$ cat config.mk
export PLATFORM = sky130hd
export DESIGN_NAME = reset_sequencer
export DESIGN_NICKNAME = d
export VERILOG_FILES = /design/src/rtl/reset_pkg.sv /design/src/rtl/reset_delay_counter.sv /design/src/rtl/reset_sequencer.sv
export SDC_FILE = /design/constraint.sdc
export NUM_CORES = 1
export LEC_CHECK = 0
export CAP_MARGIN = 20
export CORE_MARGIN = 2
export CORE_UTILIZATION = 52
export CTS_BUF_LIST = sky130_fd_sc_hd__clkbuf_16
export CTS_CLUSTER_DIAMETER = 30
export DETAILED_ROUTE_END_ITERATION = 8
export MAX_ROUTING_LAYER = met4
export PLACE_DENSITY = 0.75
export RECOVER_POWER = 25
export SLEW_MARGIN = 20
export SYNTH_ARGS = -nofsm -noshare
export SYNTH_HDL_FRONTEND = slang
export SYNTH_SLANG_ARGS = --single-unit
$ cat constraint.sdc
create_clock -name clk -period 1.86 [get_ports clk]
set_input_delay 0.186 -clock clk [delete_from_list [all_inputs] [get_ports clk]]
set_output_delay 0.186 -clock clk [all_outputs]
set_load 0.05 [all_outputs]
$ cat src/rtl/reset_pkg.sv
// Shared types and sizing helpers for the reset sequencer and its delay counter.
package reset_pkg;

    typedef enum logic [1:0] {
        RS_ASSERT,
        RS_RELEASE,
        RS_RUN
    } reset_seq_state_t;

    // Width needed to hold the larger of the two phase lengths without wrapping.
    function automatic int cnt_width(input int a, input int b);
        return $clog2(((a > b) ? a : b) + 1);
    endfunction

endpackage

$ cat src/rtl/reset_delay_counter.sv
// Clearable up-counter that stops at a runtime limit and flags terminal count.
module reset_delay_counter #(
    parameter int CNT_W = 5
) (
    input  logic             clk,
    input  logic             rst_n,
    input  logic             clr_i,
    input  logic             en_i,
    input  logic [CNT_W-1:0] limit_i,
    output logic             tc_o
);

    logic [CNT_W-1:0] cnt_q;
    logic [CNT_W-1:0] cnt_d;

    assign tc_o = (cnt_q == limit_i);

    // Holding at the limit keeps the count from ever wrapping.
    always_comb begin
        cnt_d = cnt_q;
        if (clr_i) begin
            cnt_d = '0;
        end else if (en_i && !tc_o) begin
            cnt_d = cnt_q + 1'b1;
        end
    end

    always_ff @(posedge clk or negedge rst_n) begin
        if (!rst_n) begin
            cnt_q <= '0;
        end else begin
            cnt_q <= cnt_d;
        end
    end

endmodule

$ cat src/rtl/reset_sequencer.sv
// Holds all reset domains for a minimum pulse, then releases them one by one in index
// order; a soft request re-runs the sequence and is acknowledged when it completes.
module reset_sequencer
    import reset_pkg::*;
#(
    parameter int NUM_DOMAINS   = 3,
    parameter int MIN_PULSE     = 8,
    parameter int RELEASE_DELAY = 16
) (
    input  logic                   clk,
    input  logic                   rst_i,
    input  logic                   soft_rst_req_i,
    output logic                   soft_rst_ack_o,
    output logic [NUM_DOMAINS-1:0] domain_rst_n_o,
    output logic                   all_released_o,
    output logic                   busy_o
);

    localparam int CNT_W = cnt_width(MIN_PULSE, RELEASE_DELAY);
    localparam int IDX_W = (NUM_DOMAINS > 1) ? $clog2(NUM_DOMAINS) : 1;

    localparam logic [CNT_W-1:0]       PULSE_LIM = CNT_W'(MIN_PULSE - 1);
    localparam logic [CNT_W-1:0]       GAP_LIM   = CNT_W'(RELEASE_DELAY - 1);
    localparam logic [IDX_W-1:0]       LAST_IDX  = IDX_W'(NUM_DOMAINS - 1);
    localparam logic [NUM_DOMAINS-1:0] DOM_ONE   = NUM_DOMAINS'(1);

    if (NUM_DOMAINS < 1) begin : g_chk_domains
        $error("reset_sequencer: NUM_DOMAINS must be >= 1");
    end
    if (MIN_PULSE < 1) begin : g_chk_pulse
        $error("reset_sequencer: MIN_PULSE must be >= 1");
    end
    if (RELEASE_DELAY < 1) begin : g_chk_delay
        $error("reset_sequencer: RELEASE_DELAY must be >= 1");
    end

    reset_seq_state_t       state_q, state_d;
    logic [IDX_W-1:0]       idx_q, idx_d;
    logic [NUM_DOMAINS-1:0] dom_q, dom_d;
    logic                   pend_q, pend_d;
    logic                   ack_q, ack_d;
    logic                   all_rel_q, all_rel_d;
    logic                   busy_q, busy_d;

    logic                   cnt_clr;
    logic                   cnt_en;
    logic                   cnt_tc;
    logic [CNT_W-1:0]       cnt_limit;

    logic                   restart;
    logic                   step;
    logic                   last_step;

    // A request restarts from a full assert in every state; it also wins over a due release.
    assign restart   = soft_rst_req_i;
    assign step      = !restart && (state_q != RS_RUN) && cnt_tc;
    assign last_step = (state_q == RS_ASSERT) ? (NUM_DOMAINS == 1) : (idx_q == LAST_IDX);

    assign cnt_limit = (state_q == RS_ASSERT) ? PULSE_LIM : GAP_LIM;

    reset_delay_counter #(
        .CNT_W (CNT_W)
    ) u_delay (
        .clk     (clk),
        .rst_n   (rst_i),
        .clr_i   (cnt_clr),
        .en_i    (cnt_en),
        .limit_i (cnt_limit),
        .tc_o    (cnt_tc)
    );

    always_ff @(posedge clk or negedge rst_i) begin
        if (!rst_i) begin
            state_q   <= RS_ASSERT;
            idx_q     <= '0;
            dom_q     <= '0;
            pend_q    <= 1'b0;
            ack_q     <= 1'b0;
            all_rel_q <= 1'b0;
            busy_q    <= 1'b1;
        end else begin
            state_q   <= state_d;
            idx_q     <= idx_d;
            dom_q     <= dom_d;
            pend_q    <= pend_d;
            ack_q     <= ack_d;
            all_rel_q <= all_rel_d;
            busy_q    <= busy_d;
        end
    end

    always_comb begin
        state_d = state_q;
        case (state_q)
            RS_ASSERT: begin
                if (restart) begin
                    state_d = RS_ASSERT;
                end else if (step) begin
                    state_d = last_step ? RS_RUN : RS_RELEASE;
                end
            end
            RS_RELEASE: begin
                if (restart) begin
                    state_d = RS_ASSERT;
                end else if (step && last_step) begin
                    state_d = RS_RUN;
                end
            end
            RS_RUN: begin
                if (restart) begin
                    state_d = RS_ASSERT;
                end
            end
            default: state_d = RS_ASSERT;
        endcase
    end

    always_comb begin
        dom_d     = dom_q;
        idx_d     = idx_q;
        pend_d    = pend_q;
        ack_d     = 1'b0;
        cnt_en    = (state_q != RS_RUN);
        cnt_clr   = restart || step || (state_q == RS_RUN);
        if (restart) begin
            dom_d  = '0;
            idx_d  = '0;
            pend_d = 1'b1;
        end else if (step) begin
            dom_d = dom_q | (DOM_ONE << idx_q);
            if (last_step) begin
                // The ack marks only the completion of a requested sequence, never power-on.
                ack_d  = pend_q;
                pend_d = 1'b0;
            end else begin
                idx_d = idx_q + 1'b1;
            end
        end
        all_rel_d = (state_d == RS_RUN);
        busy_d    = (state_d != RS_RUN);
    end

    assign soft_rst_ack_o = ack_q;
    assign domain_rst_n_o = dom_q;
    assign all_released_o = all_rel_q;
    assign busy_o         = busy_q;

endmodule

==> impl_metrics.yaml, run 1 <==
floorplanning:
  core_mm2: 0.001471
  die_width_um: 43.12
  row_count: 14
  start_util: 0.5408
  die-area_mm2: 0.001859
  ios: 9
  fp.dieH_um: 43.12
job:
  cap_violations: 0
pwr:
  p_sw_uw: 157.2
  power_density_mw_per_mm2: 824.1
  internal_power_uw: 654.3
  p_seq_frac: 0.444
  clkPwrFrac: 0.511
  power.leakage_uw: 0.0004145
  combPwrFrac: 0.045
  power_uw: 811.4
  p_sw_frac: 0.1937
  ir_drop_mv: 0.6190
yosys:
  ys.flop_type: "dfrtp_1"
  syn-num-nets: 81
  synth-edff-count: 0
  netlist.area_leader.share: 0.4717
  ys_top_cells_by_area: "dfrtp_1 (47%), ha_1 (6.3%), a2111oi_4 (3.5%)"
  yosys.area.top_type: "dfrtp_1"
  synthTopCellsByCount: "dfrtp_1 (15), a21oi_1 (5), inv_1 (5), nand3_1 (5)"
  synthMostInstantiatedCell: "dfrtp_1"
  syn_area_um2: 795.8
  yosys_register_bits: 16
  synth_cells: 74
  synth_cell_types: 32
  seq_area_frac_synth: 0.5047
  ys_async_sr_fraction: 1.000
  yosysWarningCount: 0
  syn_area_per_cell_um2: 10.75
final_layout:
  final_cells: 102
  fillers: 111
  layout-drive-gt1-share: 0.1047
  area_growth_pct: 23.74
  diodes: 0
  nets: 94
global_routing:
  track_usage: 0.1924
  antenna_found_initial: 0
  grt_max_degree: 17
  grt_pass1_vias: 541
  grt_pass1_wl_mm: 2.470
  grt_remaining_overflow: 0
sta:
  tns_ps: 0
  slew_violations: 0
  min_period_ps: 1727
  rsz0062_at_grt: "false"
  timing.slew.headroom: 0.4475
  period_share: 0.9285
  clock_skew_ps: 0.5863
  setup_viol: 0
  finalHoldViolations: 0
  worstMarginPinSlew_ps: 828.7
  max_freq_mhz: 579.0
clock_tree:
  cts_sinks: 16
  htree_levels: 1
  tritoncts: "done"
  cts_setup_buffers: 0
  cts_buffers: 3
  clockBufferDepth: 2
  cts_root_buf: "clkbuf_16"
  insertion_delay_ps: 240
  cts_resized: 0
  clkTransAtPathRegs_ps: 50
  cts_hold_buf: 0
critical_path:
  critPathKind: "register to output pin"
  crit_required_ps: 1670
  worst_path_max_delay_cell: "clkdlybuf4s50_1"
  crit_family: "buffers and inverters"
  endpoint_kind: "output pin"
  crit_path_start_kind: "register"
  slowest_delay_ps: 790
  cp.arrival_ps: 1540
  crit_path_max_fanout: 1
  worst-path-buf-inv: 1
  cp_cell_sequence: "clkdlybuf4s50_1"
route:
  drc: 0
  vias_per_cell: 5.510
  wirelength_mm: 1.476
  first_iter_violations: 17
  wire_per_inst_um: 14.47
  vias: 562
  antenna_left: 0
  firstDrtPassIters: 4
placed_design:
  gp_congestion: 0.7943
  dp_hpwl_mm: 1.033
  dp.cells: 98
  io_buffers: 8
hold_path:
  holdCritPathClass: "register to register"
outcome:
  outcome: "finished clean"
==> state kept, by name (all words and copies together) (netlist names) <==
| signal | cells |
|---|---|
| pend_q | 1 |
| busy_o | 1 |
| state_q | 2 |
| u_delay.cnt_q | 5 |
| domain_rst_n_o | 3 |
| all_released_o | 1 |
| idx_q | 2 |
| soft_rst_ack_o | 1 |
==> through the flow <==
| step | utilization | hold WS (ps) | instance area, um^2 | worst slack, ps |
|---|---|---|---|---|
| global route | 0.6692 | 506.5 | 984.7 | 119.0 |
| detailed placement | 0.6182 | 472.9 | 909.6 | 238.9 |
| finish | 0.6692 | 472.1 | 984.7 | 133.0 |
| global placement | 0.6182 | 449.9 | 909.6 | 283.0 |
| floorplan | - | -109.6 | 795.8 | 352.8 |
| CTS | 0.6718 | 260.5 | 988.4 | 128.6 |
==> layer usage <==
metal / track usage / wire length [um] / vias up
met1: 0.2180 / 659 / 257
met5: - / 0 / -
li1: - / - / 288
met2: 0.3045 / 727 / 11
met3: 0.03830 / 43 / 6
met4: 0.1273 / 46 / 0
==> area by class of cell <==
cell class,count,area (um^2),area share
Clock buffer,3,75.07,0.07624
Timing Repair Buffer,12,106.4,0.1080
Multi-Input combinational cell,49,359.1,0.3647
Clock inverter,1,3.754,0.003812
Inverter,5,18.77,0.01906
Tap cell,16,20.02,0.02033
Sequential cell,16,401.6,0.4079
==> placed cells by master, fill, tap and decap left out, drive strengths merged, types with 2 or more instances in the layout <==
cell type / n
a21oi: 5
a22o: 3
and2: 2
buf: 3
clkbuf: 4
clkdlybuf4s50: 7
dfrtp: 15
ha: 4
inv: 5
nand2: 4
nand3: 5
nand3b: 2
nor2: 4
nor3b: 2
or3: 2
==> power groups by stage <==
stage	combinational, uW	sequential [uW]	clock, uW
global route	41.8	361	438
global placement	37.3	366	0
CTS	38.7	360	418
floorplan	20.2	365	0
detailed placement	38.2	366	0
finish	36.3	360	415
==> path summary, 6_finish.rpt <==
check | start | endpoint | slack (ps) | cells past startpoint
setup / recovery | busy_o$_DFF_PN1_ | busy_o | 130 | 1
hold / removal | u_delay.cnt_q[0]$_DFFE_PN0P_ | u_delay.cnt_q[0]$_DFFE_PN0P_ | 470 | 1
setup reg to reg | state_q[0]$_DFF_PN0_ | idx_q[0]$_DFFE_PN0P_ | 240 | 3
hold reg to reg | u_delay.cnt_q[0]$_DFFE_PN0P_ | u_delay.cnt_q[0]$_DFFE_PN0P_ | 470 | 1
max in group asynchronous | rst_i | state_q[1]$_DFF_PN0_ | 800 | 2
min in group asynchronous | rst_i | soft_rst_ack_o$_DFF_PN0_ | 550 | 2
==> cells by family (layout without fill, tap and decap cells) <==
logic type	count (synthesis)	count (layout)	synth area share
simple gates	27	27	0.1965
buf+inv	9	21	0.04402
xor+xnor	1	1	0.01101
fa+ha+maj	4	4	0.06290
mux	2	2	0.02673
flops	16	16	0.5047
compound gates	15	15	0.1541
No activity file was read; power rests on OpenSTA's default activity.
==> run 2, diff against run 1 <==
--- a/config.mk
+++ b/config.mk
@@ -14,6 +14,7 @@
 export MAX_ROUTING_LAYER = met4
 export PLACE_DENSITY = 0.75
 export RECOVER_POWER = 25
+export SKIP_LAST_GASP = 1
 export SLEW_MARGIN = 20
 export SYNTH_ARGS = -nofsm -noshare
 export SYNTH_HDL_FRONTEND = slang
==> results of run 2 <==
Final layout, timing and power as in run 1 (identical DEF).
